==> src/rtl/uart_rx.sv <==
// uart_rx: oversampling 8N1 serial receiver.
// Each good frame updates data_out and produces a one-cycle data_ready
// strobe. A frame whose stop bit is sampled low produces a one-cycle
// frame_error strobe and leaves data_out untouched. The stop bit is
// sampled mid-bit and the FSM returns to IDLE immediately, so back-to-back
// frames are received without loss.

module uart_rx #(
    parameter int CLKS_PER_BIT = 434,
    parameter int HALF_BIT     = CLKS_PER_BIT / 2
) (
    input  logic       clk,
    input  logic       rst,
    input  logic       rx,
    output logic [7:0] data_out,
    output logic       data_ready,
    output logic       frame_error,
    output logic       busy
);

    localparam int CNT_W = (CLKS_PER_BIT > 1) ? $clog2(CLKS_PER_BIT) : 1;
    localparam logic [CNT_W-1:0] CNT_BIT_END  = CNT_W'(CLKS_PER_BIT - 1);
    localparam logic [CNT_W-1:0] CNT_HALF_END = CNT_W'(HALF_BIT - 1);

    typedef enum logic [1:0] {
        IDLE,
        START,
        DATA,
        STOP
    } state_t;

    state_t           state;
    state_t           state_next;

    logic             rx_meta;
    logic             rx_s;
    logic             rx_d;

    logic [CNT_W-1:0] cnt;
    logic [CNT_W-1:0] cnt_next;
    logic [2:0]       idx;
    logic [2:0]       idx_next;
    logic [7:0]       sh;
    logic [7:0]       sh_next;
    logic [7:0]       data_out_next;
    logic             data_ready_next;
    logic             frame_error_next;

    // Two-stage synchronizer on the asynchronous line plus a delayed copy for
    // falling-edge detection; all stages reset to the idle (high) level.
    always_ff @(posedge clk) begin
        if (rst) begin
            rx_meta <= 1'b1;
            rx_s    <= 1'b1;
            rx_d    <= 1'b1;
        end else begin
            rx_meta <= rx;
            rx_s    <= rx_meta;
            rx_d    <= rx_s;
        end
    end

    // State, datapath and registered output strobes.
    always_ff @(posedge clk) begin
        if (rst) begin
            state       <= IDLE;
            cnt         <= '0;
            idx         <= '0;
            sh          <= '0;
            data_out    <= 8'h00;
            data_ready  <= 1'b0;
            frame_error <= 1'b0;
        end else begin
            state       <= state_next;
            cnt         <= cnt_next;
            idx         <= idx_next;
            sh          <= sh_next;
            data_out    <= data_out_next;
            data_ready  <= data_ready_next;
            frame_error <= frame_error_next;
        end
    end

    // Next-state and datapath decisions: start on a falling edge only, verify
    // the start bit at half-bit, sample each data bit and the stop bit mid-bit.
    always_comb begin
        state_next       = state;
        cnt_next         = cnt;
        idx_next         = idx;
        sh_next          = sh;
        data_out_next    = data_out;
        data_ready_next  = 1'b0;
        frame_error_next = 1'b0;

        case (state)
            IDLE: begin
                if (!rx_s && rx_d) begin
                    cnt_next   = '0;
                    state_next = START;
                end
            end

            START: begin
                if (cnt == CNT_HALF_END) begin
                    if (!rx_s) begin
                        cnt_next   = '0;
                        idx_next   = '0;
                        state_next = DATA;
                    end else begin
                        state_next = IDLE;
                    end
                end else begin
                    cnt_next = cnt + 1'b1;
                end
            end

            DATA: begin
                if (cnt == CNT_BIT_END) begin
                    cnt_next = '0;
                    sh_next  = {rx_s, sh[7:1]};
                    if (idx == 3'd7) begin
                        state_next = STOP;
                    end else begin
                        idx_next = idx + 3'd1;
                    end
                end else begin
                    cnt_next = cnt + 1'b1;
                end
            end

            STOP: begin
                if (cnt == CNT_BIT_END) begin
                    cnt_next   = '0;
                    state_next = IDLE;
                    if (rx_s) begin
                        data_out_next   = sh;
                        data_ready_next = 1'b1;
                    end else begin
                        frame_error_next = 1'b1;
                    end
                end else begin
                    cnt_next = cnt + 1'b1;
                end
            end

            default: begin
                state_next = IDLE;
            end
        endcase
    end

    assign busy = (state != IDLE);

endmodule
==> config.mk <==
export PLATFORM = sky130hd
export DESIGN_NAME = uart_rx
export DESIGN_NICKNAME = d
export VERILOG_FILES = /design/src/rtl/uart_rx.sv
export SDC_FILE = /design/constraint.sdc
export NUM_CORES = 1
export LEC_CHECK = 0
export ABC_AREA = 1
export BUFFER_PORTS_ARGS = -buffer_cell sky130_fd_sc_hd__clkbuf_2
export CAP_MARGIN = 10
export CORE_ASPECT_RATIO = 1.1
export CORE_UTILIZATION = 36
export DETAILED_ROUTE_END_ITERATION = 7
export GPL_ROUTABILITY_DRIVEN = 0
export GPL_TIMING_DRIVEN = 0
export HOLD_SLACK_MARGIN = 0.03
export PLACE_DENSITY = 0.48
export REMOVE_ABC_BUFFERS = 1
export SYNTH_ARGS = -nofsm -noshare
export SYNTH_HDL_FRONTEND = slang
export SYNTH_SLANG_ARGS = --single-unit
==> constraint.sdc <==
create_clock -name clk -period 3.7 [get_ports clk]
set_input_delay 0.74 -clock clk [delete_from_list [all_inputs] [get_ports clk]]
set_output_delay 0.74 -clock clk [all_outputs]
set_load 0.05 [all_outputs]
==> impl_metrics.toml, run 1 <==
[run_status]
status = "complete, no violations"

[detailed_routing]
vias = 1479
drc = 0
wirelength_um = 3570
drt-initial-drc-count = 72
dr.pass1.iters = 4
drt.antenna.violating_nets = 0
wl_per_cell_um = 10.9
vias_per_cell = 4.52

[timing]
tns_ns = 0
hold_violations = 0
fmax_ghz = 0.474
slew_viol_final = 0
setup_viol = 0
skew_ns = 0.00743
period_share = 0.570
relSlewSlack = 0.659
fin_crit_ns = 2.11
worst_slack_ns = 1.59
worst_slew_pin_slew_ns = 0.511
rsz0062_at_grt = "false"
hold-worst-slack_ns = 0.412

[worst_setup_path]
timing.rr.start = "cnt[1]$_SDFFE_PP0P_"
end_kind = "output pin"
crit_path_cell_trace = "nor2_1, inv_1, clkbuf_2"
start_kind = "flop"
rr_worst_depth = 10
endpoint = "busy"
critPathRequiredTime_ns = 2.96
cpLargestDelayFamily = "flip-flops"
cp_num_buf_inv = 2
reg2reg_to = "data_out[5]$_SDFFE_PP0P_"
crit_type = "flop to output pin"
critPathMaxFanout = 8
slowest_delay_ns = 0.58
critPathSlowestCell = "dfxtp_1"
path_depth = 3
arrival_ns = 1.37
r2r_setup_slack_ns = 1.99

[die]
core_um2 = 4650
initial_utilization = 0.375
dieArea_um2 = 5130
die_w_um = 68.4
rows = 26
io_pins = 14
dieHeight_um = 75.0

[cts]
ctsResizeCount = 0
path_clk_slew_ns = 0.08
tritoncts = "built"
cts-htree-levels = 2
cts_setup_buffers = 0
clockBufferDepth = 2
cts.sinks = 35
cts_hold_buf = 0
cts_inserted_buffers = 5
clock_latency_ns = 0.29
cts_root_buffer = "clkbuf_8"

[power_and_ir_drop]
powerDensity_nw_per_um2 = 395
max-vdd-ir-drop_mv = 0.163
power_mw = 0.760
power.leakage_nw = 0.928

[global_route]
track_usage = 0.158
grt_pass1_wl_um = 5800
grt_overflow = 0
antenna_found_initial = 0
grt_pass1_vias = 1230
grt_max_degree = 20

[finish]
diodes = 0
syn2layout_area_growth_pct = 10.3
final_area_um2 = 1930
instances_no_fill = 327
nets = 278
drive_above_1_share = 0.144
fin_util = 0.414

[placement]
placed_cells = 319
io_buffers = 13
dpl.hpwl_um = 2510
post_dp_cell_area_um2 = 1840
place_ws_ns = 1.60

[logic_synthesis]
synth_cell_type_count = 27
yosys.area.top_type = "dfxtp_1"
avgSynthCellArea_um2 = 6.79
yosysTopAreaCellShare = 0.401
ys_ff_latch = 35
synth_cells = 257
synth-seq-area-share = 0.401
syn-cell-area_um2 = 1750
yosys_warnings = 0
synth_area_leaders = "dfxtp_1 (40%), nand2_1 (15%), nor2_1 (8.4%), inv_1 (6.9%), nand3_1 (5.2%)"

[run]
maxCapViolations = 0

[min_path]
hold_path.class = "flop to flop"
## per-layer routing
layer | wire length, um | vias up | global-route usage
met5 | 0 | - | 0
met4 | 67 | 0 | 0.0694
met3 | 96 | 6 | 0.0455
met2 | 1650 | 20 | 0.258
met1 | 1760 | 635 | 0.191
li1 | - | 818 | -
## worst min-delay path by stage
| stage | end | cells after the start | from |
|---|---|---|---|
| 2_1_floorplan | rx_s$_SDFF_PP1_ | 1 | rx_meta$_SDFF_PP1_ |
| 3_3_place_gp | rx_s$_SDFF_PP1_ | 1 | rx_meta$_SDFF_PP1_ |
| 3_5_place_dp | rx_s$_SDFF_PP1_ | 1 | rx_meta$_SDFF_PP1_ |
| 4_1_cts | rx_s$_SDFF_PP1_ | 1 | rx_meta$_SDFF_PP1_ |
| 5_1_grt | rx_s$_SDFF_PP1_ | 1 | rx_meta$_SDFF_PP1_ |
| 6_report | rx_s$_SDFF_PP1_ | 1 | rx_meta$_SDFF_PP1_ |
## power by group
group | switching [mW] | internal [mW]
Clock | 0.146 | 0.132
Sequential | 0.0123 | 0.384
Combinational | 0.0633 | 0.0227
## final cells by class
type                            instances  area [um^2]
Clock buffer                            6         72.6
Clock inverter                          2         12.5
Fill cell                             520         2730
Inverter                               38          145
Multi-Input combinational cell        177          860
Sequential cell                        35          701
Tap cell                               56         70.1
Timing Repair Buffer                   13         65.1
## kinds of logic (layout without fill, tap and decap cells)
family | Yosys count | in the layout | synth area share
AOI/OAI and AO/OA | 24 | 24 | 0.0688
xor gates and xnor gates | 2 | 2 | 0.0100
adders and majority gates | 5 | 5 | 0.0358
buffers and inverters | 45 | 59 | 0.106
DFF | 35 | 35 | 0.401
and+or+nand+nor | 146 | 146 | 0.378
## cells in the final DEF (no fill, tap or decap), types with 3 or more instances in the layout
master    count
inv_1        32
nand2_2       4
clkbuf_8      5
nand2_1      70
ha_1          5
clkbuf_2     13
dfxtp_1      35
o21ai_0       4
o21ai_1       3
a21oi_1      17
nand3_2       3
inv_2         5
nor2_1       39
nand3_1      18
## synth_stat cells (all sizes together)
| master | n |
|---|---|
| nand2 | 75 |
| nor2 | 40 |
| inv | 38 |
| dfxtp | 35 |
| nand3 | 21 |
| a21oi | 17 |
| o21ai | 7 |
| ha | 5 |
| buf | 4 |
| nand4 | 4 |
| clkbuf | 3 |
| nor3 | 2 |
| or2 | 2 |
| xor2 | 2 |
| nand3b | 1 |
| nor4 | 1 |
## state kept, by name (all words and copies together), names as in the netlist, named ones only
| signal | cells |
|---|---|
| state | 1 |
| rx_d | 1 |
| rx_meta | 1 |
| idx | 3 |
| sh | 8 |
| frame_error | 1 |
| rx_s | 1 |
| cnt | 9 |
| data_out | 8 |
| data_ready | 1 |
(Power assumes the default switching activity.)
==> inputs of run 2 (changes only) <==
--- a/config.mk
+++ b/config.mk
@@ -14,7 +14,7 @@
 export GPL_ROUTABILITY_DRIVEN = 0
 export GPL_TIMING_DRIVEN = 0
 export HOLD_SLACK_MARGIN = 0.03
-export PLACE_DENSITY = 0.48
+export PLACE_DENSITY = 0.5
 export REMOVE_ABC_BUFFERS = 1
 export SYNTH_ARGS = -nofsm -noshare
 export SYNTH_HDL_FRONTEND = slang
==> constraint.sdc (replaced) <==
create_clock -name clk -period 1.7 [get_ports clk]
set_input_delay 0.34 -clock clk [delete_from_list [all_inputs] [get_ports clk]]
set_output_delay 0.34 -clock clk [all_outputs]
set_load 0.05 [all_outputs]
==> run 2 against run 1 <==
Compared with the run above: power increased to 2.6 times the previous value; utilization increased by 2.4 points; sequential power increased by 120%; clock power increased to 3.2 times the previous value; register-to-register slack worse by 1.8 ns; non-clock buffer count rose by 4; worst setup slack worse by 1.5 ns; die area is the same; worst hold slack worse by 0.17 ns; design area up 5.7%; first-iteration DRC count grew 29%; critical path type unchanged; critical endpoint unchanged; highest routed layer unchanged.
==> impl_metrics.toml, run 2 (same netlist as run 1, synthesis figures left out) <==
[global_route]
grt_pass1_vias = 1448
grt-busiest-layer = "met2"
grt_use_met1 = 0.181
grt_use_met3 = 0.0409
met2_usage = 0.286
grt_overflow = 0
grt_max_degree = 20
track_usage = 0.160
antenna_found_initial = 0
grt_pass1_wl_um = 6080

[timing]
period_share = 0.923
fmax_ghz = 0.637
worst_slack_ns = 0.130
worst_slew_pin_slew_ns = 0.503
hold_violations = 0
relSlewSlack = 0.665
rsz0062_at_grt = "true"
slew_viol_final = 0
setup_viol = 0
fin_crit_ns = 1.57
skew_ns = 0.00945

[detailed_routing]
drt.antenna.violating_nets = 0
vias = 1519
wirelength_um = 3550
wl_per_cell_um = 10.7
dr.pass1.iters = 4
vias_per_cell = 4.59
drc = 0
drt-initial-drc-count = 93

[run]
maxCapViolations = 0

[die]
die_w_um = 68.4
dieHeight_um = 75.0
rows = 26
dieArea_um2 = 5130
io_pins = 14
core_um2 = 4650
initial_utilization = 0.375

[finish]
final_common_cell = "nand2_1"
nFillCells = 527
top_register = "cnt"
instances_no_fill = 331
syn2layout_area_growth_pct = 16.6
top_regs = "cnt: 9 flops, data_out: 8 flops, sh: 8 flops"
nets = 282
largest_reg_flops = 9
final_cell_mix = "nand2_1 (67), nor2_1 (39), dfxtp_1 (33)"
diodes = 0
drive_above_1_share = 0.182
fin_util = 0.438

[cts]
clock_latency_ns = 0.29
cts-htree-levels = 2
tritoncts = "built"
cts_root_buffer = "clkbuf_8"
clockBufferDepth = 2
cts_inserted_buffers = 5
cts.sinks = 35
path_clk_slew_ns = 0.07

[min_path]
hold_path.class = "input port to flop"

[power_and_ir_drop]
pwr-share-seq = 0.445
power.leakage_nw = 0.966
pwr-share-clk = 0.456
p_int_mw = 1.48
sw_frac_of_total = 0.243
max-vdd-ir-drop_mv = 0.352
p_switching_mw = 0.473
powerDensity_nw_per_um2 = 958
combPwrFrac = 0.099

[placement]
place_ws_ns = -0.0387
placed_cells = 319
io_buffers = 13
dpl.hpwl_um = 2570

[run_status]
status = "complete, no violations"

[worst_setup_path]
start_kind = "flop"
crit_type = "flop to output pin"
critPathMaxFanout = 8
arrival_ns = 1.23
r2r_setup_slack_ns = 0.22
end_kind = "output pin"
critPathRequiredTime_ns = 1.36
==> run 2: power by group through the flow <==
stage	clock (mW)	combinational [mW]	sequential (mW)
final	0.889	0.194	0.868
after global routing	0.956	0.222	0.870
after CTS	0.921	0.191	0.866
after detailed placement	0	0.190	0.884
after global placement	0	0.191	0.883
after floorplan	0	0.137	0.878
==> run 2: worst paths after layout <==
path | depth (start not counted) | endpoint | startpoint
worst max-delay path | 3 | busy | flop
worst min-delay path | 2 | rx_meta$_SDFF_PP1_ | rx
worst max register to register | 11 | cnt[5]$_SDFFE_PP0P_ | cnt[1]$_SDFFE_PP0P_
worst min register to register | 1 | rx_s$_SDFF_PP1_ | rx_meta$_SDFF_PP1_
==> run 2: critical path, cell delays in order (launching register included) <==
cell      delay (ns)
dfxtp_2         0.48
nor2_1          0.13
inv_1           0.08
clkbuf_2        0.27
==> run 2: final cells by class <==
class	count	area, um^2	share of cell area
multi-input combinational	177	878	0.431
sequential	35	703	0.345
inverter	38	153	0.0750
timing repair buffer	17	95.1	0.0467
tap	56	70.1	0.0344
clock buffer	5	68.8	0.0338
clock inverter	3	67.6	0.0332
==> run 2: timing repair <==
item,in CTS,in global routing
resized for setup,2,9
hold buffers,0,0
setup endpoints to repair,9,20
pin swaps,0,2
setup buffers,0,4
==> run 2: per-stage QoR <==
step	cell area, um^2	power (mW)	hold slack, ns	setup TNS, ns
after floorplan	1710	1.02	0.389	0
after global placement	1840	1.07	0.396	-0.181
after detailed placement	1840	1.07	0.400	-0.170
after CTS	1990	1.98	0.232	-0.0267
after global routing	2040	2.05	0.234	-0.00165
final	2040	1.95	0.242	0
==> run 2: per-layer routing <==
| metal | vias to the layer above | part of all wire |
|---|---|---|
| li1 | 823 | - |
| met1 | 677 | 0.48 |
| met2 | 15 | 0.49 |
| met3 | 4 | 0.019 |
| met4 | 0 | 0.010 |
| met5 | - | 0 |
==> inputs of run 3 (changes only) <==
--- a/config.mk
+++ b/config.mk
@@ -5,7 +5,7 @@
 export SDC_FILE = /design/constraint.sdc
 export NUM_CORES = 1
 export LEC_CHECK = 0
-export ABC_AREA = 1
+export ABC_CLOCK_PERIOD_IN_PS = 1700
 export BUFFER_PORTS_ARGS = -buffer_cell sky130_fd_sc_hd__clkbuf_2
 export CAP_MARGIN = 10
 export CORE_ASPECT_RATIO = 1.1
@@ -14,7 +14,7 @@
 export GPL_ROUTABILITY_DRIVEN = 0
 export GPL_TIMING_DRIVEN = 0
 export HOLD_SLACK_MARGIN = 0.03
-export PLACE_DENSITY = 0.5
+export PLACE_DENSITY = 0.51
 export REMOVE_ABC_BUFFERS = 1
 export SYNTH_ARGS = -nofsm -noshare
 export SYNTH_HDL_FRONTEND = slang
==> run 3 against run 2 <==
Compared with the run above: count of clock-buffer cells in the layout is 1 higher; global-route usage fell by 0.29 points; worst setup slack got worse by 0.10 ns; worst hold slack lost 0.0082 ns; sequential share of layout area up 2.8 points; non-clock buffer count rose by 7; critical endpoint is now idx[1]$_SDFFE_PP0P_; largest cell class unchanged; register-to-register slack worse by 0.19 ns; design area fell by 6.5%; utilization rose by 2.9 points; sequential power fell by 4.6%; routed wire length down 5.4%.
==> impl_metrics.toml, run 3 <==
[run_status]
status = "complete, no violations"

[timing]
period_share = 0.983
relSlewSlack = 0.538
fmax_ghz = 0.598
tns_ns = 0
worst_slew_pin_slew_ns = 0.692
rsz0062_at_grt = "true"
hold_violations = 0
setup_viol = 0
slew_viol_final = 0
worst_slack_ns = 0.0282
fin_crit_ns = 1.67
skew_ns = 0.00293

[logic_synthesis]
synth_cells = 173
ys_ff_latch = 35
synth_cell_type_count = 33
yosys_warnings = 0
synthFlopType = "dfxtp_1"
synth_edf_count = 0
yosysTopAreaCellShare = 0.445
ys_top_cells_by_count = "dfxtp_1 (35), nor2_1 (22), mux2i_1 (16)"
synth_area_leaders = "dfxtp_1 (45%), mux2i_1 (10%), nor2_1 (5.2%), nand3_1 (4.8%), a21oi_1 (4.1%)"
avgSynthCellArea_um2 = 9.10
async_reset_ff_frac = 0
yosys.area.top_type = "dfxtp_1"
synth.most_common_cell = "dfxtp_1"
synth-seq-area-share = 0.445
syn-cell-area_um2 = 1570

[finish]
nets = 202
final_area_um2 = 1900
syn2layout_area_growth_pct = 21.0
top_regs = "cnt: 9 flops, data_out: 8 flops, sh: 8 flops"
diodes = 0
largest_reg_flops = 9
final_cell_mix = "dfxtp_1 (28), nor2_1 (22), mux2i_1 (16)"
final_common_cell = "dfxtp_1"
drive_above_1_share = 0.303
nFillCells = 432
top_register = "cnt"

[cts]
cts_root_buffer = "clkbuf_8"
path_clk_slew_ns = 0.07
cts.sinks = 35
cts-htree-levels = 2
clockBufferDepth = 2
clock_latency_ns = 0.28
tritoncts = "built"
cts_inserted_buffers = 5

[global_route]
antenna_found_initial = 0
grt_pass1_wl_um = 5700
grt_max_degree = 35
grt_pass1_vias = 1282
track_usage = 0.157
grt_overflow = 0

[detailed_routing]
wirelength_um = 3360
vias = 1315
drc = 0
dr.pass1.iters = 4
wl_per_cell_um = 13.6
drt.antenna.violating_nets = 0
drt-initial-drc-count = 47
vias_per_cell = 5.32

[worst_setup_path]
critPathMaxFanout = 4
start_kind = "flop"
crit_type = "flop to flop"
arrival_ns = 1.89
critPathRequiredTime_ns = 1.91
end_kind = "flop"

[die]
io_pins = 14
core_um2 = 4080
rows = 24
die_w_um = 65.0
dieHeight_um = 71.4
initial_utilization = 0.385
dieArea_um2 = 4640

[min_path]
hold_path.class = "input port to flop"

[power_and_ir_drop]
power.leakage_nw = 0.781
max-vdd-ir-drop_mv = 0.413
powerDensity_nw_per_um2 = 764
power_mw = 1.45

[placement]
place_ws_ns = -0.822
io_buffers = 13
post_dp_cell_area_um2 = 1660
dpl.hpwl_um = 2010

[run]
maxCapViolations = 0
run 3: routing by layer:
layer  wire length, um  vias to the layer above  global-route usage
li1                  -                      661                   -
met1              1610                      631               0.200
met2              1610                       16               0.255
met3                79                        7              0.0287
met4                59                        0              0.0773
met5                 0                        -                   0
run 3: timing repair:
item / 4_1_cts / 5_1_grt
cloned: 0 / 1
setup buffers: 9 / 2
pin swaps: 4 / 11
gates resized for setup: 10 / 15
hold buffers: 0 / 0
endpoints found under the setup margin: 31 / 8
run 3: cell type report:
| type | instances | area (um^2) | share of cell area |
|---|---|---|---|
| multi-input combinational | 124 | 868 | 0.456 |
| sequential | 35 | 712 | 0.374 |
| timing repair buffer | 24 | 155 | 0.0815 |
| clock buffer | 6 | 72.6 | 0.0381 |
| tap | 52 | 65.1 | 0.0342 |
| inverter | 4 | 18.8 | 0.00986 |
| clock inverter | 2 | 12.5 | 0.00657 |
run 3: path summary, 6_finish.rpt:
path / startpoint / endpoint / slack, ns / cells after the start
min reg2reg: rx_meta$_SDFF_PP1_ / rx_s$_SDFF_PP1_ / 0.41 / 1
max reg2reg: cnt[1]$_SDFFE_PP0P_ / idx[1]$_SDFFE_PP0P_ / 0.03 / 6
min: rx / rx_meta$_SDFF_PP1_ / 0.23 / 2
max: cnt[1]$_SDFFE_PP0P_ / idx[1]$_SDFFE_PP0P_ / 0.03 / 6
run 3: where the power goes:
| group | internal [mW] | leakage, nW | total (mW) | switching, mW |
|---|---|---|---|---|
| clock | 0.286 | 0.0412 | 0.584 | 0.298 |
| sequential | 0.823 | 0.286 | 0.828 | 0.00480 |
| combinational | 0.0144 | 0.454 | 0.0430 | 0.0286 |
run 3: kinds of logic (layout without fill, tap and decap cells):
kind of cell / count (synthesis) / after routing / share of synthesized area
multiplexers: 16 / 16 / 0.102
adder cells (fa/ha/maj): 5 / 5 / 0.0397
buffers and inverters: 15 / 36 / 0.0390
AND/OR/NAND/NOR: 69 / 69 / 0.246
AO/OA/AOI/OAI: 33 / 34 / 0.128
flip-flops: 35 / 35 / 0.445
run 3: worst max-delay path, stage by stage (launching register included):
cell and delay [ns]:
dfxtp_2 0.33, inv_2 0.05, ha_2 0.16, and4bb_4 0.28, nand4b_4 0.12, or4b_4 0.55, a21oi_2 0.11
run 3: through the flow:
stage | hold WS, ns | utilization | cells
3_5_place_dp | 0.397 | 0.406 | 227
6_report | 0.234 | 0.466 | 247
5_1_grt | 0.225 | 0.466 | 247
2_1_floorplan | 0.389 | - | 162
3_3_place_gp | 0.394 | 0.406 | 227
4_1_cts | 0.221 | 0.453 | 244
